==> config.mk <==
export PLATFORM = sky130hd
export DESIGN_NAME = data_mem_arbiter
export DESIGN_NICKNAME = d
export VERILOG_FILES = /design/src/rtl/data_mem_pkg.sv /design/src/rtl/data_mem_arbiter_rr_arbiter2.sv /design/src/rtl/data_mem_arbiter.sv
export SDC_FILE = /design/constraint.sdc
export NUM_CORES = 1
export LEC_CHECK = 0
export BUFFER_PORTS_ARGS = -buffer_cell sky130_fd_sc_hd__buf_2
export CAP_MARGIN = 15
export CORE_AREA = 2 2 229 231
export DETAILED_ROUTE_END_ITERATION = 6
export DIE_AREA = 0 0 231 233
export HOLD_SLACK_MARGIN = 0.1
export PLACE_DENSITY = 0.54
export SLEW_MARGIN = 20
export SYNTH_ARGS = -nofsm -noshare
export SYNTH_HDL_FRONTEND = slang
export SYNTH_SLANG_ARGS = --single-unit
==> constraint.sdc <==
create_clock -name clk -period 1.84 [get_ports clk]
set_input_delay 0.368 -clock clk [delete_from_list [all_inputs] [get_ports clk]]
set_output_delay 0.368 -clock clk [all_outputs]
set_load 0.02 [all_outputs]
==> src/rtl/data_mem_pkg.sv <==
// Shared types and constants for the data memory arbiter and its round-robin grant logic.
package data_mem_pkg;

  typedef enum logic [1:0] {
    IDLE   = 2'd0,
    ACCESS = 2'd1,
    RESP   = 2'd2
  } state_t;

  localparam logic REQ_CORE   = 1'b0;
  localparam logic REQ_LOADER = 1'b1;

  localparam int unsigned DM_MEM_BYTES  = 64;
  localparam int unsigned WORD_BYTES    = 8;
  localparam int unsigned WORD_OFS_BITS = 3;

endpackage

==> src/rtl/data_mem_arbiter_rr_arbiter2.sv <==
// Two-way round-robin arbiter: one-hot grant, last winner remembered on accept.
module rr_arbiter2
  import data_mem_pkg::*;
(
  input  logic       clk,
  input  logic       rst_n,
  input  logic [1:0] i_valid,
  input  logic       i_accept,
  output logic [1:0] o_grant
);

  logic r_last_grant;

  // On a tie the requester that did not win last time is preferred.
  always_comb begin
    o_grant = i_valid;
    if (i_valid == 2'b11)
      o_grant = (r_last_grant == REQ_LOADER) ? 2'b01 : 2'b10;
  end

  always_ff @(posedge clk or negedge rst_n) begin
    if (!rst_n)
      r_last_grant <= REQ_LOADER;
    else if (i_accept)
      r_last_grant <= o_grant[1];
  end

endmodule

==> src/rtl/data_mem_arbiter.sv <==
// Core/loader arbiter and one-cycle access sequencer for the 64-byte data memory.
module data_mem_arbiter
  import data_mem_pkg::*;
#(
  parameter int unsigned ADDR_W    = 64,
  parameter int unsigned DATA_W    = 64,
  parameter int unsigned MEM_BYTES = DM_MEM_BYTES
) (
  input  logic              clk,
  input  logic              rst_n,
  input  logic              c_req_valid,
  output logic              c_req_ready,
  input  logic              c_req_we,
  input  logic [ADDR_W-1:0] c_req_addr,
  input  logic [DATA_W-1:0] c_req_wdata,
  output logic              c_rsp_valid,
  output logic [DATA_W-1:0] c_rsp_rdata,
  output logic              c_rsp_err,
  input  logic              l_req_valid,
  output logic              l_req_ready,
  input  logic              l_req_we,
  input  logic [ADDR_W-1:0] l_req_addr,
  input  logic [DATA_W-1:0] l_req_wdata,
  output logic              l_rsp_valid,
  output logic [DATA_W-1:0] l_rsp_rdata,
  output logic              l_rsp_err,
  output logic [ADDR_W-1:0] mem_addr,
  output logic [DATA_W-1:0] write_data,
  output logic              mem_write,
  output logic              mem_read,
  input  logic [DATA_W-1:0] read_data
);

  localparam logic [ADDR_W-1:0] LAST_WORD = ADDR_W'(MEM_BYTES - WORD_BYTES);

  state_t              r_state;
  logic                r_id;
  logic                r_we;
  logic [ADDR_W-1:0]   r_mem_addr;
  logic [DATA_W-1:0]   r_write_data;
  logic                r_mem_write;
  logic                r_mem_read;
  logic                r_c_rsp_valid;
  logic [DATA_W-1:0]   r_c_rsp_rdata;
  logic                r_c_rsp_err;
  logic                r_l_rsp_valid;
  logic [DATA_W-1:0]   r_l_rsp_rdata;
  logic                r_l_rsp_err;

  logic [1:0]          w_req;
  logic [1:0]          w_grant;
  logic                w_hs;
  logic                w_sel_we;
  logic [ADDR_W-1:0]   w_sel_addr;
  logic [DATA_W-1:0]   w_sel_wdata;
  logic                w_legal;

  assign w_req = {l_req_valid, c_req_valid} & {2{r_state == IDLE}};

  rr_arbiter2 u_arb (
    .clk      (clk),
    .rst_n    (rst_n),
    .i_valid  (w_req),
    .i_accept (w_hs),
    .o_grant  (w_grant)
  );

  assign c_req_ready = w_grant[0];
  assign l_req_ready = w_grant[1];
  assign w_hs        = |w_grant;

  assign w_sel_we    = w_grant[1] ? l_req_we    : c_req_we;
  assign w_sel_addr  = w_grant[1] ? l_req_addr  : c_req_addr;
  assign w_sel_wdata = w_grant[1] ? l_req_wdata : c_req_wdata;
  assign w_legal     = (w_sel_addr[WORD_OFS_BITS-1:0] == '0) && (w_sel_addr <= LAST_WORD);

  // Memory-side strobes are loaded at the handshake edge so they are pure flops
  // and drop with the asynchronous reset.
  always_ff @(posedge clk or negedge rst_n) begin
    if (!rst_n) begin
      r_state       <= IDLE;
      r_id          <= REQ_CORE;
      r_we          <= 1'b0;
      r_mem_addr    <= '0;
      r_write_data  <= '0;
      r_mem_write   <= 1'b0;
      r_mem_read    <= 1'b0;
      r_c_rsp_valid <= 1'b0;
      r_c_rsp_rdata <= '0;
      r_c_rsp_err   <= 1'b0;
      r_l_rsp_valid <= 1'b0;
      r_l_rsp_rdata <= '0;
      r_l_rsp_err   <= 1'b0;
    end else begin
      r_mem_addr    <= '0;
      r_write_data  <= '0;
      r_mem_write   <= 1'b0;
      r_mem_read    <= 1'b0;
      r_c_rsp_valid <= 1'b0;
      r_c_rsp_rdata <= '0;
      r_c_rsp_err   <= 1'b0;
      r_l_rsp_valid <= 1'b0;
      r_l_rsp_rdata <= '0;
      r_l_rsp_err   <= 1'b0;
      case (r_state)
        IDLE: begin
          if (w_hs) begin
            r_id <= w_grant[1];
            r_we <= w_sel_we;
            if (w_legal) begin
              r_state      <= ACCESS;
              r_mem_addr   <= w_sel_addr;
              r_write_data <= w_sel_we ? w_sel_wdata : '0;
              r_mem_write  <= w_sel_we;
              r_mem_read   <= !w_sel_we;
            end else begin
              r_state <= RESP;
              if (w_grant[1] == REQ_LOADER) begin
                r_l_rsp_valid <= 1'b1;
                r_l_rsp_err   <= 1'b1;
              end else begin
                r_c_rsp_valid <= 1'b1;
                r_c_rsp_err   <= 1'b1;
              end
            end
          end
        end
        ACCESS: begin
          r_state <= RESP;
          if (r_id == REQ_LOADER) begin
            r_l_rsp_valid <= 1'b1;
            r_l_rsp_rdata <= r_we ? '0 : read_data;
          end else begin
            r_c_rsp_valid <= 1'b1;
            r_c_rsp_rdata <= r_we ? '0 : read_data;
          end
        end
        RESP:    r_state <= IDLE;
        default: r_state <= IDLE;
      endcase
    end
  end

  assign mem_addr    = r_mem_addr;
  assign write_data  = r_write_data;
  assign mem_write   = r_mem_write;
  assign mem_read    = r_mem_read;
  assign c_rsp_valid = r_c_rsp_valid;
  assign c_rsp_rdata = r_c_rsp_rdata;
  assign c_rsp_err   = r_c_rsp_err;
  assign l_rsp_valid = r_l_rsp_valid;
  assign l_rsp_rdata = r_l_rsp_rdata;
  assign l_rsp_err   = r_l_rsp_err;

endmodule

# [After elaboration in Yosys (flattened, before gate mapping)]
# Cells that the tools add are included.
[totals] register_bits=267 output_inout_bits=264 elab_cells=63
[classes] n_eq_ne=3 bitwise=1 muxes=38 n_lt_le_gt_ge=1 n_reduce_logical=6
[ops] cell="64-bit 2-to-1 mux" count=14
[ops] cell="64-bit by 6-bit <= comparator with 1-bit output, second input constant" count=1
[ops] cell="1-bit 2-to-1 mux" count=17
[ops] cell="2-bit 2-to-1 mux" count=4
[ops] cell="1-bit one-hot mux with 2 select lines" count=2
[ops] cell="2-bit one-hot mux with 2 select lines" count=1
[ops] cell="3-bit zero test" count=1
[ops] cell="2-bit bitwise AND" count=1
[ops] cell="2-bit by 1-bit == test with 1-bit output, second input constant" count=1
[ops] cell="2-bit == test, second input constant" count=1
[ops] cell="2-bit zero test" count=1
[ops] cell="2-bit by 1-bit inequality test with 1-bit output, second input constant" count=1
[ops] cell="2-bit AND reduction" count=1
[ops] cell="2-bit OR reduction" count=1
[ops] cell="1-bit logical AND" count=1
[ops] cell="1-bit zero test" count=1

# [Longest topological paths before layout]
# Gate-level depths: netlist (run 1).
[depth] ltp_word=10 mapped_depth=8 mapped_depth_nobuf=5

# [Modules after synthesis]
# Synthesis (run 1) repeated with hierarchy kept, for this count alone.
[unflattened] hier_cells=714 area_unflattened_um2=9238.9
[modules_own_cells] module="data_mem_arbiter" seq_area_each_um2=6656.4 n_inst=1 cells_per_inst=709 area_each_um2=9175.0
[modules_own_cells] module="rr_arbiter2" seq_area_each_um2=26.3 n_inst=1 cells_per_inst=5 area_each_um2=63.8

# [Least setup slack after synthesis (run 1)]
# Ideal clock, no wire load.
[synth_path] path_type="in2reg" start="in l_req_addr[17]" end="reg r_state[1]" arrival_ps=1680 t_required_ps=1720 slack_ps=40 stages=6 setup_ps=120 n_path_buf=1 path_cell_list="nor4_1 nand4_1 nor4_4 nand2_4 buf_6 a31o_1"
[synth_between] elab_chain_len=6
[synth_rtl] item="from (decl)" line_no="data_mem_arbiter.sv:22" text="input logic [ADDR_W-1:0] l_req_addr,"
[synth_rtl] item="64-bit 2-to-1 mux" line_no="data_mem_arbiter.sv:73" text="assign w_sel_addr = w_grant[1] ? l_req_addr : c_req_addr;"
[synth_rtl] item="64-bit by 6-bit <= comparator with 1-bit output" line_no="data_mem_arbiter.sv:75" text="assign w_legal = (w_sel_addr[WORD_OFS_BITS-1:0] == '0) && (w_sel_addr <= LAST_WORD);"
[synth_rtl] item="1-bit logical AND" line_no="data_mem_arbiter.sv:75"
[synth_rtl] item="2-bit 2-to-1 mux" line_no="data_mem_arbiter.sv:110" text="if (w_legal) begin"
[synth_rtl] item="2-bit 2-to-1 mux" line_no="data_mem_arbiter.sv:107" text="if (w_hs) begin"
[synth_rtl] item="2-bit one-hot mux with 2 select lines" line_no="data_mem_arbiter.sv:105" text="case (r_state)"
[synth_rtl] item="to (signal assigned)" line_no="data_mem_arbiter.sv:81" text="r_state <= IDLE;"
[synth_rtl] item="to (signal assigned)" line_no="data_mem_arbiter.sv:111" text="r_state <= ACCESS;"
[synth_rtl] item="to (signal assigned)" line_no="data_mem_arbiter.sv:117" text="r_state <= RESP;"
[synth_rtl] item="to (decl)" line_no="data_mem_arbiter.sv:36" text="state_t r_state;"
# Every way passes these cells. The select of a mux whose other input is x is not followed.
# A chain may end at the register's enable or synchronous reset.

# [Worst setup path in the final report (run 1)]
[layout_path] start="reg r_state[1]" end="out c_req_ready"
[layout_between] elab_chain_len=4
[layout_rtl] item="2-bit zero test *" line_no="data_mem_arbiter.sv:58" text="assign w_req = {l_req_valid, c_req_valid} & {2{r_state == IDLE}};"
[layout_rtl] item="2-bit bitwise AND *" line_no="data_mem_arbiter.sv:58"
[layout_rtl] item="2-bit == test" line_no="data_mem_arbiter_rr_arbiter2.sv:17" text="if (i_valid == 2'b11)"
[layout_rtl] item="2-bit 2-to-1 mux *" line_no="data_mem_arbiter_rr_arbiter2.sv:17"
[layout_rtl] item="to (decl)" line_no="data_mem_arbiter.sv:12" text="output logic c_req_ready,"
# Mark *: on every way between the ends. The rest lies on a longest branch, timed or not.

==> results of run 1 <==
path summary, 6_finish.rpt:
kind | startpoint | slack, ps | to | cells past startpoint
max | r_state[1]$_DFFE_PN0P_ | -120 | c_req_ready | 5
min | c_req_wdata[49] | 140 | write_data[49]$_DFF_PN0_ | 3
max reg2reg | r_state[1]$_DFFE_PN0P_ | -50 | write_data[50]$_DFF_PN0_ | 9
min reg2reg | r_id$_DFFE_PN0P_ | 600 | r_id$_DFFE_PN0P_ | 2
max in group asynchronous | rst_n | 820 | l_rsp_rdata[36]$_DFF_PN0_ | 3
min in group asynchronous | rst_n | 330 | l_rsp_rdata[6]$_DFF_PN0_ | 2
critical path, stage by stage, from the launching register on:
cell	delay, ps
dfrtp_1	400
nor2_4	150
buf_6	130
nand2_4	50
a21oi_4	150
buf_6	150
cell families (layout without fill, tap and decap cells):
| group | after synthesis | in the layout | share of synthesized area |
|---|---|---|---|
| AO/OA/AOI/OAI | 78 | 78 | 0.0919 |
| flip-flops | 267 | 267 | 0.682 |
| buffers and inverters | 52 | 794 | 0.0306 |
| AND/OR/NAND/NOR | 257 | 259 | 0.128 |
| multiplexers | 65 | 65 | 0.0665 |
| other | 1 | 61 | 0.000383 |
stage by stage:
step                cell area [um2]  power (mW)  TNS [ps]  hold WS [ps]  setup WS (ps)
floorplan                     10000        6.89         0          72.4           39.9
global placement              14100        7.79    -35850           317           -517
detailed placement            14100        7.80    -38980           319           -589
CTS                           16000        14.1      -205           100           -112
global route                  16400        14.8     -4090           116           -169
finish                        16400        14.2     -1530           136           -124
timing repair:
item                       4_1_cts  5_1_grt
pin swaps                        2       26
gates resized for setup         16       23
hold endpoints to repair       231        0
setup endpoints to repair        7       50
cloned                           1       11
setup buffers                    9        8
hold buffers                    70        0
cell type report:
type | count | area [um2] | share of cell area
inverter | 2 | 11.3 | 0.000685
clock inverter | 10 | 165 | 0.0100
tap | 680 | 851 | 0.0518
clock buffer | 42 | 835 | 0.0508
sequential | 267 | 6680 | 0.407
multi-input combinational | 463 | 3230 | 0.196
timing repair buffer | 740 | 4670 | 0.284
power breakdown:
| group | switching (mW) | internal (mW) | leakage (nW) |
|---|---|---|---|
| combinational | 1.04 | 1.04 | 4.76 |
| sequential | 0.0936 | 5.97 | 3.58 |
| clock | 2.32 | 3.69 | 0.478 |
registers in the layout, indices dropped and copies added (netlist names), 2 cells and up:
signal       cells
l_rsp_rdata     64
r_state          2
c_rsp_rdata     64
mem_addr        64
write_data      64
layout by cell type (no fill, tap or decap), types with 2 or more instances in the layout:
| cell type | count |
|---|---|
| a211oi_2 | 63 |
| a211oi_4 | 2 |
| a21oi_1 | 3 |
| a221oi_1 | 2 |
| a31o_1 | 2 |
| buf_12 | 12 |
| buf_16 | 4 |
| buf_2 | 586 |
| buf_4 | 51 |
| buf_6 | 7 |
| buf_8 | 3 |
| bufinv_16 | 4 |
| clkbuf_1 | 7 |
| clkbuf_16 | 36 |
| clkbuf_8 | 6 |
| clkinvlp_4 | 4 |
| conb_1 | 61 |
| dfrtp_1 | 265 |
| dlygate4sd3_1 | 70 |
| mux2i_1 | 59 |
| mux2i_2 | 3 |
| mux2i_4 | 2 |
| nand2_1 | 10 |
| nand2_2 | 2 |
| nand2_4 | 3 |
| nand2_8 | 3 |
| nand2b_1 | 64 |
| nand4_1 | 8 |
| nor2_1 | 131 |
| nor2b_1 | 2 |
| nor3_1 | 2 |
| nor4_1 | 28 |
| nor4_4 | 2 |
per-layer routing:
layer / part of all wire / vias to the layer above
li1: - / 3956
met1: 0.38 / 4119
met2: 0.51 / 399
met3: 0.063 / 57
met4: 0.037 / 2
met5: 0.00036 / -
==> run metrics, run 1 <==
IO Pins=590; GR Util met1=0.140; ratio of cells with drive above 1 in the final layout=0.528; Mapped Cells=720; initial antenna violation count=1; PD cells=862 nW/um2; first-pass GRT wire length=50.7 mm; Max clock buf depth=3; max-slew violation total from the final report=0; Antenna Diode Count=0; HP Class=input port to register; Vias/cell=3.87; Async S/R FF share, synth=1.00; synth unique cells=31; endpoints failing setup=42; total grt overflow=0; residual DRC count=0; most numerous cell in the Yosys netlist=dfrtp_1; number of buffers added on ports=589; clk root buf=clkbuf_16; number of flops mapped to enable cells by yosys=0; busiest metal layer after global routing=met2; total number of placement rows=83; clk slew on worst S/H paths=around 60 ps; All-Layer GR Usage=0.124; largest cells by area after synthesis=dfrtp_1, a211oi_2, mux2i_1; Max Clock Freq=a little over 500 MHz; Final Hold Viols=0; WL final=36.1 mm; Crit. End Element=output port; Core Box Area=51100 um2; CP arrival=1600 ps; GPL Wtd Cong=approximately 0.86; CTS tree=done; TritonCTS buffer count=29; Synth area leader=dfrtp_1; Cells after DPL=2053; synth warn=0; Slew headroom=0.515; Slew @ Worst Pin=roughly 730 ps; number of global-route vias before repair=between 8000 and 9000; worst-path maximum fanout=2; Synth-to-Final Area Change=67.8%; Final HPWL DP=26.7 mm; post-synth top area share=0.679; min Tclk post-route=just under 2000 ps; antenna-violating nets left=0; filler instances=5226; Die Y=around 230 um; period utilisation layout=1.07; DR vias=8533; Post-Layout Cell Count=2204; PnR worst setup slack=-124 ps; Max-Cap Viols=0; utilization after layout=0.322; violated checks=negative setup slack; peak supply drop=0.000528 V; Syn Area/Cell=13.6 um2; largest net degree at the start of global routing=66; Synth Register Bits=267; register area share after synthesis=0.682; Worst Skew=24.5 ps; Post-synth top cells=dfrtp_1, nor2_1, a211oi_2, nand2b_1, mux2i_1; routing usage on met3=0.0219; prevailing post-synth register cell=dfrtp_1; Starting Density=0.192; initial DRC count=roughly 340; NumNets Final=~1800; P_leak=~8.8 nW; CTS Sinks=267; status=finished with violations; RSZ-0062 raised after global routing=true; die width=about 230 um; routing usage on met2=0.228; die area=53800 um2; Worst setup SP type=register; cell area after synthesis=9800 um2; first-pass detailed-route iteration total=4; CTS H-tree lvls=1; Clock Latency Late Sink=about 560 ps; Avg WL per Cell=16.4 um; CP Class=register to output port; Critical Path RT=1470 ps
Power figures use the tool's default switching activity.
==> run 2, diff against run 1 <==
==> constraint.sdc (replaced) <==
create_clock -name clk -period 1.7 [get_ports clk]
set_input_delay 0.34 -clock clk [delete_from_list [all_inputs] [get_ports clk]]
set_output_delay 0.34 -clock clk [all_outputs]
set_load 0.02 [all_outputs]
==> run metrics, run 2 (synthesis gave the netlist of run 1 again) <==
TritonCTS buffer count=28; worst hold start=c_req_wdata[32]; residual DRC count=0; slowest cell on the critical path=dfrtp_1; min Tclk post-route=between 1500 and 2000 ps; RSZ-0062 raised after global routing=true; area of the multi-input gates=3320 um2; worst setup path startpoint=r_state[1]$_DFFE_PN0P_; total number of placement rows=83; Avg WL per Cell=~17 um; CP Class=register to output port; IO Pins=590; largest net degree at the start of global routing=65; Power Internal=roughly 12 mW; Starting Density=0.192; peak supply drop=0.000626 V; ratio of cells with drive above 1 in the final layout=0.517; R2R Path Start=r_state[1]$_DFFE_PN0P_; Crit path top cell by count=buf_6; Worst setup SP type=register; Slew @ Worst Pin=522 ps; PnR worst setup slack=-208 ps; Hold Worst Slack=140 ps; Critical Path RT=1360 ps; CTS Sinks=267; filler instances=5076; Synth-to-Final Area Change=78.9%; sequential share of power=0.423; WL final=38.2 mm; DR vias=between 8000 and 9000; Worst Skew=18.0 ps; initial DRC count=271; CTS tree=done; period utilisation layout=1.12; die area=around 54000 um2; Clock Latency Late Sink=560 ps; All-Layer GR Usage=0.130; max-slew violation total from the final report=0; CTS H-tree lvls=1; internal reg-to-reg setup slack=-170 ps; Pwr Total=15.5 mW; antenna-violating nets left=0; number of buffers added on ports=a little under 600; endpoints failing setup=68; Max-Cap Viols=0; Vias/cell=3.85; Final HPWL DP=26.5 mm; Fin Setup TNS=-7410 ps; CP arrival=between 1500 and 2000 ps; clock network fraction of total power=0.413; initial antenna violation count=6; Core Box Area=51100 um2; max incr delay on CP=410 ps; Crit. End Element=output port; clk root buf=clkbuf_16; Top delay family on crit path=flip-flops; Net Sw Power=3.87 mW; Max Clock Freq=around 520 MHz; HP Class=input port to register; FF+latch area=6680 um2; die width=231 um; first-pass GRT wire length=53.0 mm; total grt overflow=0; P_leak=9.20 nW; Final Hold Viols=0; Net Sw Frac=0.250; Die Y=233 um; most frequent cells in the layout=buf_2, dfrtp_1, dlygate4sd3_1, nor2_1, nand2b_1; combinational share of power=0.164; first-pass detailed-route iteration total=4; NumNets Final=1910; Max clock buf depth=3; clk slew on worst S/H paths=around 60 ps; number of global-route vias before repair=9230; status=finished with violations; violated checks=negative setup slack; worst-path maximum fanout=2; worst-path cell chain=nor2_4 -> buf_6 -> nand2_4 -> a21oi_4 -> buf_6; Buf+Inv Stages, Crit Path=2; PD cells=885 nW/um2; GPL Wtd Cong=approximately 0.9; most common cell after layout, fill and taps aside=buf_2; Slew headroom=0.652
-- run 2: cell count changes in the layout (fill, tap and decap cells not counted), moves of 4 or more --
cell           before  now
mux2i_2             3   14
dlygate4sd3_1      70  145
clkinv_2            1    5
buf_16              4    8
buf_4              51   40
buf_6               7   15
diode_2             0    5
nor4_1             28   24
buf_8               3    7
mux2i_1            59   48
-- run 2: repair_timing --
action / in CTS / in global routing
gates cloned: 7 / 11
hold buffers: 146 / 0
endpoints found under the setup margin: 68 / 74
gates resized for setup: 33 / 57
buffers inserted: 14 / 13
pin swaps: 9 / 49
hold endpoints to repair: 415 / 0
-- run 2: per-layer routing --
| layer | wire, um | GRT usage | up-vias |
|---|---|---|---|
| li1 | - | - | 4113 |
| met1 | 14900 | 0.150 | 4207 |
| met2 | 18800 | 0.222 | 423 |
| met3 | 2450 | 0.0256 | 83 |
| met4 | 2060 | 0.0782 | 0 |
| met5 | 0 | 0 | - |
-- run 2: worst min-delay path, stage by stage --
cell	delay, ps
buf_2	80
mux2i_1	80
a211oi_2	140
-- run 2: power by group through the flow --
stage | clock (mW) | sequential (mW) | combinational [mW]
after global placement | 0 | 6.66 | 1.78
final | 6.40 | 6.55 | 2.55
after floorplan | 0 | 6.73 | 0.740
after CTS | 6.65 | 6.55 | 2.34
after global routing | 6.88 | 6.56 | 2.73
after detailed placement | 0 | 6.66 | 1.79
-- run 2: worst paths after layout --
check                                             to  cells after the start
max                                      c_req_ready                      5
min                         write_data[32]$_DFF_PN0_                      3
max reg2reg                 write_data[38]$_DFF_PN0_                      9
min reg2reg                         r_id$_DFFE_PN0P_                      2
max in group asynchronous  c_rsp_rdata[34]$_DFF_PN0_                      3
min in group asynchronous  l_rsp_rdata[14]$_DFF_PN0_                      2
-- run 2: cell type report --
class	count	share of cell area
sequential	267	0.381
timing repair buffer	824	0.324
multi-input combinational	461	0.189
tap	680	0.0486
clock buffer	38	0.0444
clock inverter	13	0.0111
antenna	5	0.000714
inverter	2	0.000643
-- run 2: through the flow --
| stage | util | setup WS (ps) | std cells | instance area [um2] |
|---|---|---|---|---|
| final | 0.343 | -208 | 2290 | 17500 |
| after global routing | 0.343 | -285 | 2290 | 17500 |
| after CTS | 0.334 | -229 | 2268 | 17100 |
| after detailed placement | 0.277 | -591 | 2050 | 14200 |
| after global placement | 0.277 | -522 | 2050 | 14200 |
| after floorplan | - | -46.4 | 780 | 10100 |
==> run 3, diff against run 2 <==
--- a/config.mk
+++ b/config.mk
@@ -7,11 +7,13 @@
 export LEC_CHECK = 0
 export BUFFER_PORTS_ARGS = -buffer_cell sky130_fd_sc_hd__buf_2
 export CAP_MARGIN = 15
+export CELL_PAD_IN_SITES_DETAIL_PLACEMENT = 0
+export CELL_PAD_IN_SITES_GLOBAL_PLACEMENT = 2
 export CORE_AREA = 2 2 229 231
 export DETAILED_ROUTE_END_ITERATION = 6
 export DIE_AREA = 0 0 231 233
 export HOLD_SLACK_MARGIN = 0.1
-export PLACE_DENSITY = 0.54
+export PLACE_DENSITY = 0.75
 export SLEW_MARGIN = 20
 export SYNTH_ARGS = -nofsm -noshare
 export SYNTH_HDL_FRONTEND = slang
==> run metrics, run 3 (synthesis gave the netlist of run 1 again) <==
Hold Worst Slack=127 ps; Crit path top cell by count=buf_6; routing usage on met2=0.241; Critical Path RT=1360 ps; HP Class=input port to register; CTS Sinks=267; Post-Place Worst Slack=-798 ps; ratio of cells with drive above 1 in the final layout=0.542; Slew headroom=0.436; total grt overflow=0; Starting Density=0.192; Die Y=233 um; Worst setup SP type=register; Final HPWL DP=27.7 mm; Crit. End Element=output port; violated checks=negative setup slack; initial DRC count=271; Buf+Inv Stages, Crit Path=4; number of global-route vias before repair=9298; Max-Cap Viols=0; P_leak=roughly 9 nW; filler instances=just over 5000; All-Layer GR Usage=0.135; routing usage on met3=0.0232; most common cell after layout, fill and taps aside=buf_2; busiest metal layer after global routing=met2; Max Clock Freq=506 MHz; clk root buf=clkbuf_16; max-slew violation total from the final report=0; slowest cell on the critical path=dfstp_2; period utilisation layout=1.16; peak supply drop=0.000589 V; GPL Wtd Cong=0.968; antenna-violating nets left=0; CTS tree=done; CP arrival=approximately 1600 ps; GR Util met1=0.163; Clock Latency Late Sink=560 ps; die width=231 um; Avg WL per Cell=16.8 um; Worst Skew=approximately 28 ps; RSZ-0062 raised after global routing=true; TritonCTS buffer count=29; PD cells=861 nW/um2; largest net degree at the start of global routing=65; Final Hold Viols=0; NumNets Final=1883; Pwr Total=15.0 mW; first-pass detailed-route iteration total=4; Core Box Area=about 50000 um2; Slew @ Worst Pin=841 ps; max incr delay on CP=~540 ps; first-pass GRT wire length=between 50 and 60 mm; clk slew on worst S/H paths=~60 ps; CTS H-tree lvls=1; worst-path maximum fanout=3; min Tclk post-route=between 1500 and 2000 ps; die area=53800 um2; worst-path cell chain=nand2_2 -> nand3_4 -> buf_12 -> inv_8 -> buf_6 -> buf_6; status=finished with violations; initial antenna violation count=2; most frequent cells in the layout=buf_2, dfrtp_1, nor2_1, dlygate4sd3_1, nand2b_1; Synth-to-Final Area Change=78.0%; WL final=38.0 mm; total number of placement rows=83; CP Class=register to output port; residual DRC count=0; DR vias=8704; number of buffers added on ports=589; Vias/cell=3.85; IO Pins=590; Max clock buf depth=3; PnR worst setup slack=-275 ps; endpoints failing setup=75; Top delay family on crit path=flip-flops
## run 3: cell types whose count changed in the layout (fill, tap and decap cells not counted), sizes merged, moves of 2 or more
cell and change:
clkinv +2, buf +2, dlygate4sd3 -22, bufinv -3, diode -3, clkbuf -9
## run 3: path summary, 6_finish.rpt
kind	start	end	slack [ps]	cells past startpoint
worst min-delay path	c_req_wdata[61]	write_data[61]$_DFF_PN0_	130	3
worst max register to register	u_arb.r_last_grant$_DFFE_PN1N_	write_data[23]$_DFF_PN0_	-240	10
min in group asynchronous	rst_n	c_rsp_rdata[14]$_DFF_PN0_	320	2
worst max-delay path	u_arb.r_last_grant$_DFFE_PN1N_	l_req_ready	-280	6
max in group asynchronous	rst_n	c_rsp_rdata[27]$_DFF_PN0_	740	3
worst min register to register	r_we$_DFFE_PN0P_	r_we$_DFFE_PN0P_	530	2
## run 3: routing by layer
layer	vias to the layer above	share of wire
met4	0	0.034
li1	4071	-
met1	4190	0.40
met5	-	0
met3	61	0.063
met2	382	0.50
## run 3: layout make-up
class	instances	area [um2]	share of cell area
clock inverters	14	108	0.00617
clock buffers	37	796	0.0456
diodes	2	5.00	0.000287
multi-input cells	462	3530	0.203
inverters	2	15.0	0.000861
flip-flops and latches	267	6680	0.383
repair buffers	795	5450	0.313
well taps	680	851	0.0488
## run 3: timing repair
action,in CTS,in global routing
cloned,12,0
hold buffers,123,0
pin swaps,11,7
endpoints found under the setup margin,74,75
buffers inserted,19,3
hold endpoints to repair,267,0
resized for setup,110,16
## run 3: tightest hold or removal path, cell delays in order
cell	delay, ps
buf_2	80
mux2i_2	60
a211oi_2	150
## run 3: through the flow
step / instance area (um2) / utilization / setup TNS (ps) / cells
floorplan: 10100 / - / -1240 / 780
global placement: 14300 / 0.279 / -55830 / 2058
detailed placement: 14300 / 0.279 / -55580 / 2058
CTS: 17400 / 0.340 / -13590 / 2257
global route: 17400 / 0.341 / -17260 / 2259
finish: 17400 / 0.341 / -12480 / 2259
## run 3: where the power goes
group / internal (mW) / total [mW] / switching [mW] / leakage [nW]
registers: 6.47 / 6.51 / 0.0436 / 3.58
clock network: 3.44 / 5.96 / 2.52 / 0.449
logic: 1.30 / 2.55 / 1.25 / 4.94
